File: config.mk
export PLATFORM = sky130hd
export DESIGN_NAME = facto_bus_master_flat
export DESIGN_NICKNAME = d
export VERILOG_FILES = /design/src/rtl/facto_bus_master_pkg.sv /design/src/rtl/facto_bus_master_if.sv /design/src/rtl/facto_bus_master.sv /design/src/flat_wrapper.sv
export SDC_FILE = /design/constraint.sdc
export NUM_CORES = 1
export LEC_CHECK = 0
export CAP_MARGIN = 20
export CORE_UTILIZATION = 55
export DETAILED_ROUTE_END_ITERATION = 10
export DONT_BUFFER_PORTS = 1
export GPL_TIMING_DRIVEN = 0
export PLACE_DENSITY = 0.78
export SYNTH_ARGS = -nofsm -noshare
export SYNTH_HDL_FRONTEND = slang
export SYNTH_SLANG_ARGS = --single-unit
File: constraint.sdc
create_clock -name clk -period 4 [get_ports clk]
set_input_delay 0.8 -clock clk [delete_from_list [all_inputs] [get_ports clk]]
set_output_delay 0.8 -clock clk [all_outputs]
set_load 0.005 [all_outputs]
File: src/rtl/facto_bus_master_pkg.sv
// Shared definitions for the factorial-core bus master: register offsets, FSM states, data width.
package facto_pkg;

  localparam int unsigned DATA_W = 32;

  localparam logic [15:0] OFS_OPERAND = 16'h0000;
  localparam logic [15:0] OFS_OPSTART = 16'h0008;
  localparam logic [15:0] OFS_OPCLEAR = 16'h0010;
  localparam logic [15:0] OFS_OPDONE  = 16'h0020;
  localparam logic [15:0] OFS_RES_H   = 16'h0028;
  localparam logic [15:0] OFS_RES_L   = 16'h0030;

  typedef enum logic [3:0] {
    S_IDLE,
    S_CLR,
    S_WR_OP,
    S_START,
    S_POLL,
    S_CHK,
    S_WAIT,
    S_RD_H,
    S_CAP_H,
    S_RD_L,
    S_CAP_L,
    S_ABORT,
    S_DONE
  } state_t;

  // 16-bit wrapping register address
  function automatic logic [15:0] reg_addr(input logic [15:0] base, input logic [15:0] ofs);
    return base + ofs;
  endfunction

endpackage

File: src/rtl/facto_bus_master_if.sv
// Single-cycle slave bus between the master and the factorial core.
interface facto_bus_master_if;
  import facto_pkg::*;

  logic              s_sel;
  logic              s_wr;
  logic [15:0]       s_addr;
  logic [DATA_W-1:0] s_dout;
  logic [DATA_W-1:0] s_din;

  modport master (output s_sel, output s_wr, output s_addr, output s_dout, input  s_din);
  modport slave  (input  s_sel, input  s_wr, input  s_addr, input  s_dout, output s_din);

endinterface

File: src/rtl/facto_bus_master.sv
// Drives the factorial core: clear, write operand, start, poll done, read 64-bit result.
// Optional poll timeout under FACTO_BUS_MASTER_TIMEOUT_EN.
module facto_bus_master
  import facto_pkg::*;
#(
  parameter logic [15:0] BASE_ADDR = 16'h7000,
  parameter int unsigned POLL_GAP  = 4
`ifdef FACTO_BUS_MASTER_TIMEOUT_EN
  ,
  parameter int unsigned TMO_LIMIT = 1023
`endif
) (
  input  logic                    clk,
  input  logic                    reset_n,
  input  logic                    req,
  input  logic [DATA_W-1:0]       operand,
  output logic                    busy,
  output logic                    res_valid,
  output logic [63:0]             result,
  output logic                    err,
  facto_bus_master_if.master      bus
);

  state_t            r_state;
  state_t            w_next;
  logic              r_busy;
  logic              r_res_valid;
  logic [63:0]       r_result;
  logic [DATA_W-1:0] r_operand;
  logic [7:0]        r_gap;

`ifdef FACTO_BUS_MASTER_TIMEOUT_EN
  localparam logic [9:0] TMO_CNT = 10'(TMO_LIMIT);
  logic [9:0] r_polls;
  logic       r_err;
  assign err = r_err;
`else
  assign err = 1'b0;
`endif

  assign busy      = r_busy;
  assign res_valid = r_res_valid;
  assign result    = r_result;

  always_comb begin
    w_next = r_state;
    unique case (r_state)
      S_IDLE:  if (req) w_next = S_CLR;
      S_CLR:   w_next = S_WR_OP;
      S_WR_OP: w_next = S_START;
      S_START: w_next = S_POLL;
      S_POLL:  w_next = S_CHK;
      // CHK itself is the first idle cycle of the poll gap
      S_CHK: begin
        if (bus.s_din[0]) w_next = S_RD_H;
`ifdef FACTO_BUS_MASTER_TIMEOUT_EN
        else if (r_polls == TMO_CNT) w_next = S_ABORT;
`endif
        else if (POLL_GAP <= 1) w_next = S_POLL;
        else w_next = S_WAIT;
      end
      S_WAIT:  if (r_gap == 8'd0) w_next = S_POLL;
      S_RD_H:  w_next = S_CAP_H;
      S_CAP_H: w_next = S_RD_L;
      S_RD_L:  w_next = S_CAP_L;
      S_CAP_L: w_next = S_DONE;
      S_ABORT: w_next = S_DONE;
      S_DONE:  w_next = S_IDLE;
      default: w_next = S_IDLE;
    endcase
  end

  always_ff @(posedge clk or negedge reset_n) begin
    if (!reset_n) begin
      r_state     <= S_IDLE;
      r_busy      <= 1'b0;
      r_res_valid <= 1'b0;
      r_result    <= '0;
      r_operand   <= '0;
      r_gap       <= '0;
      bus.s_sel   <= 1'b0;
      bus.s_wr    <= 1'b0;
      bus.s_addr  <= '0;
      bus.s_dout  <= '0;
`ifdef FACTO_BUS_MASTER_TIMEOUT_EN
      r_polls     <= '0;
      r_err       <= 1'b0;
`endif
    end else begin
      r_state <= w_next;

      // Bus cycle is issued together with entry into its state
      bus.s_sel  <= 1'b0;
      bus.s_wr   <= 1'b0;
      bus.s_addr <= '0;
      bus.s_dout <= '0;
      unique case (w_next)
        S_CLR, S_ABORT: begin
          bus.s_sel <= 1'b1; bus.s_wr <= 1'b1;
          bus.s_addr <= reg_addr(BASE_ADDR, OFS_OPCLEAR); bus.s_dout <= DATA_W'(1);
        end
        S_WR_OP: begin
          bus.s_sel <= 1'b1; bus.s_wr <= 1'b1;
          bus.s_addr <= reg_addr(BASE_ADDR, OFS_OPERAND); bus.s_dout <= r_operand;
        end
        S_START: begin
          bus.s_sel <= 1'b1; bus.s_wr <= 1'b1;
          bus.s_addr <= reg_addr(BASE_ADDR, OFS_OPSTART); bus.s_dout <= DATA_W'(1);
        end
        S_POLL: begin
          bus.s_sel <= 1'b1; bus.s_addr <= reg_addr(BASE_ADDR, OFS_OPDONE);
        end
        S_RD_H: begin
          bus.s_sel <= 1'b1; bus.s_addr <= reg_addr(BASE_ADDR, OFS_RES_H);
        end
        S_RD_L: begin
          bus.s_sel <= 1'b1; bus.s_addr <= reg_addr(BASE_ADDR, OFS_RES_L);
        end
        default: ;
      endcase

      r_res_valid <= (w_next == S_DONE);

      if (r_state == S_IDLE && req) begin
        r_busy    <= 1'b1;
        r_operand <= operand;
`ifdef FACTO_BUS_MASTER_TIMEOUT_EN
        r_polls   <= '0;
        r_err     <= 1'b0;
`endif
      end
      if (w_next == S_DONE) r_busy <= 1'b0;

      if (r_state == S_CHK && w_next == S_WAIT) r_gap <= 8'(POLL_GAP - 2);
      else if (r_state == S_WAIT && r_gap != 8'd0) r_gap <= r_gap - 8'd1;

      if (r_state == S_CAP_H) r_result[63:32] <= bus.s_din;
      if (r_state == S_CAP_L) r_result[31:0]  <= bus.s_din;

`ifdef FACTO_BUS_MASTER_TIMEOUT_EN
      if (w_next == S_POLL) r_polls <= r_polls + 10'd1;
      if (r_state == S_ABORT) begin
        r_err    <= 1'b1;
        r_result <= '0;
      end
`endif
    end
  end

endmodule
File: src/flat_wrapper.sv
// flat-port wrapper written by rule: the top's interface ports become plain ports
module facto_bus_master_flat import facto_pkg::*;
#(
  parameter logic [15:0] BASE_ADDR = 16'h7000,
  parameter int unsigned POLL_GAP  = 4

)
  (clk, reset_n, req, operand, busy, res_valid, result, err, bus_s_sel, bus_s_wr, bus_s_addr, bus_s_dout, bus_s_din);
  facto_bus_master_if bus_i ();
  input  logic clk;
  input  logic reset_n;
  input  logic req;
  input  logic [DATA_W-1:0] operand;
  output logic busy;
  output logic res_valid;
  output logic [63:0] result;
  output logic err;
  output wire logic [$bits(bus_i.s_sel)-1:0] bus_s_sel;
  output wire logic [$bits(bus_i.s_wr)-1:0] bus_s_wr;
  output wire logic [$bits(bus_i.s_addr)-1:0] bus_s_addr;
  output wire logic [$bits(bus_i.s_dout)-1:0] bus_s_dout;
  input wire logic [$bits(bus_i.s_din)-1:0] bus_s_din;
  assign bus_s_sel = bus_i.s_sel;
  assign bus_s_wr = bus_i.s_wr;
  assign bus_s_addr = bus_i.s_addr;
  assign bus_s_dout = bus_i.s_dout;
  assign bus_i.s_din = bus_s_din;
  facto_bus_master #(.BASE_ADDR(BASE_ADDR), .POLL_GAP(POLL_GAP)) u_core (.clk(clk), .reset_n(reset_n), .req(req), .operand(operand), .busy(busy), .res_valid(res_valid), .result(result), .err(err), .bus(bus_i));
endmodule
==> reports/results.ini <==
[placement]
place_area_um2 = 5850
port_buffers = 0
place.gp.congestion = 0.778
dp_hpwl_um = 7390
pre_cts_ws_ns = 2.09
dp_cells = 530

[clock_tree]
post-cts-setup-buffers = 0
cts_sinks = 148
clk_pin_slew_ns = 0.06
cts_buffers = 17
clockBufferDepth = 2
cts_tree = built
clk_latency_ns = 0.52
cts_max_level = 4
root_buffer = clkbuf_8
postCtsResizedCells = 0

[route]
ant_nets = 0
vias_per_cell = 5.45
wl_per_cell_um = 19.0
first_pass_iters = 4
wl_um = 10700
drc_errors = 0
vias = 3061
drt-initial-drc-count = 59

[final_layout]
stdcell_count = 562
layout-drive-gt1-share_pct = 36.1
final_cell_mix = dfrtp_1 (148), mux2_2 (96), and2_1 (32)
area_growth_pct = 14.8
fin_area_um2 = 6480
fin_util_pct = 65.7
register_area_um2 = 3700
multi_input_area_um2 = 1780
final_common_cell = dfrtp_1
fill_cells = 675
antenna_cells = 0
nets = 484

[synthesis]
yosysTopAreaCellShare_pct = 65.6
syn-cell-area_um2 = 5650
netlist_instances = 387
synth_edf_count = 0
syn_area_per_cell_um2 = 14.6
synth_largest_area_cell = dfrtp_1
synthTopCellsByArea = dfrtp_1 (66%), mux2_2 (19%), and2_1 (3.5%), buf_4 (1.7%), nor2_1 (1.0%)
synth_warnings = 0
synth_cell_type_count = 37
ys.flop_type = dfrtp_1
synth-seq-cells = 148
ys_seq_area_share_pct = 65.6
async_flop_share_pct = 100

[floorplanning]
die_w_um = 103
dieHeight_um = 103
pin_count = 184
start_util_pct = 57.3
rows = 36
core_area_um2 = 9860
fp.dieArea_um2 = 10700

[pwr]
p_int_uw = 3920
p_leak_uw = 0.00302
ir_drop_uv = 438
power_density_nw_per_um2 = 857
clock_power_share_pct = 30.0
power.switching_uw = 1630
power_frac_comb_pct = 22.2
seqPwrFrac_pct = 47.8
p_sw_share_pct = 29.3

[sta]
finalCritPeriodShare_pct = 47.8
hold_slack_ns = -0.0242
slew_headroom_pct = 54.3
fin_skew_ns = 0.00708
setup_viol = 0
fmax_ghz = 0.523
final.min_clock_period_ns = 1.91
finalHoldViolations = 14
rsz0062_at_grt = false
tightest_slew_ns = 0.680
fin_setup_tns_ns = 0
setup_ws_ns = 2.09
slew_violations = 0

[global_routing]
overflow = 0
grt_start_max_net_pins = 149
antenna_found_initial = 0
grt_usage_pct = 20.3
first_global_vias = 3072
grt_pass1_wl_um = 15700

[worst_setup_path]
r2r-end = u_core.result[60]
cp.arrival_ns = 2.31
max_stage_delay_ns = 0.44
cpMaxStageDelayCell = nor3_2
rr_startpoint = u_core.r_state[1]
ff2ff_path_depth = 4
path_class = reg -> reg
crit_end = u_core.result[60]
worstPathRequired_ns = 4.40
rrSetupSlack_ns = 2.09
crit_start = u_core.r_state[1]
end_kind = register
crit_chain = clkbuf_1 > nor3_2 > buf_2 > mux2_2
start_kind = register
path_max_fanout = 10

[job]
cap_violations = 0

[status]
outcome = complete, but fails checks
violations = hold timing

[worst_hold_path]
hold_class = in -> async

-- stage by stage --
| stage | hold slack [ns] | power (µW) |
|---|---|---|
| 2_1_floorplan | 0.447 | 3560 |
| 3_3_place_gp | 0.455 | 3810 |
| 3_5_place_dp | 0.464 | 3920 |
| 4_1_cts | -0.0445 | 5620 |
| 5_1_grt | -0.0586 | 5890 |
| 6_report | -0.0242 | 5560 |
-- per-layer routing --
layer  vias to the layer above  share of wire (%)  track usage, %
met4                         0               0.94            7.37
met5                         -                  0               0
li1                       1362                  -               -
met3                         7                 14            11.7
met2                       152                 49            33.7
met1                      1540                 36            21.4
-- synthesized netlist by cell type, types with 2 or more instances --
cell type	instances
nand3b_1	2
nand2_1	6
nor4_1	3
nand2b_1	5
a21oi_1	7
mux2_2	96
buf_4	13
or3_1	2
and2_1	32
dfrtp_1	148
nor3_1	5
o21ai_0	5
nor2_1	15
buf_2	9
inv_1	6
xor2_1	3
o31ai_1	2
o211ai_1	3
clkbuf_1	7
-- power by group through the flow --
stage / Clock [µW] / Combinational (µW) / Sequential (µW)
2_1_floorplan: 0 / 1050 / 2510
3_3_place_gp: 0 / 1170 / 2640
3_5_place_dp: 0 / 1240 / 2680
4_1_cts: 1700 / 1250 / 2670
5_1_grt: 1770 / 1360 / 2760
6_report: 1670 / 1230 / 2650
-- flip-flops by register name, summed over array words and instances (netlist names) --
register and cells:
u_core.r_gap 8, u_core.busy 1, u_core.bus.s_wr 1, u_core.result 64, u_core.bus.s_dout 32, u_core.r_state 4, u_core.r_operand 32, u_core.res_valid 1
u_core.bus.s_sel 1, u_core.bus.s_addr 4
-- worst min path at each step --
stage | to
floorplan | u_core.bus.s_dout[10]
global placement | u_core.bus.s_dout[19]
detailed placement | u_core.bus.s_dout[11]
CTS | u_core.result[4]
global route | u_core.result[40]
finish | u_core.result[4]
-- layout make-up --
cell class / instances / area share, %
flip-flops and latches: 148 / 57.1
multi-input cells: 213 / 27.5
clock buffers: 20 / 6.72
clock inverters: 12 / 3.01
plain buffers: 30 / 2.78
well taps: 133 / 2.57
inverters: 6 / 0.347
-- kinds of logic (layout without fill, tap and decap cells) --
kind of cell,count (synthesis),after routing,synth area share [%]
AO/OA/AOI/OAI,24,24,2.95
XOR/XNOR,4,4,0.620
adder cells (fa/ha/maj),1,1,0.221
buffers and inverters,36,68,3.59
flip-flops,148,148,65.6
multiplexers,96,96,19.1
other,1,11,0.0664
AND/OR/NAND/NOR,77,77,7.86
-- worst max-delay path: cells and delay by family, from the launching register on --
family        cells  cell delay [ns]
mux               1             0.37
simple gates      1             0.44
buf+inv           2             0.57
flops             1             0.41
Note: power is estimated with default switching activity, not from simulation.
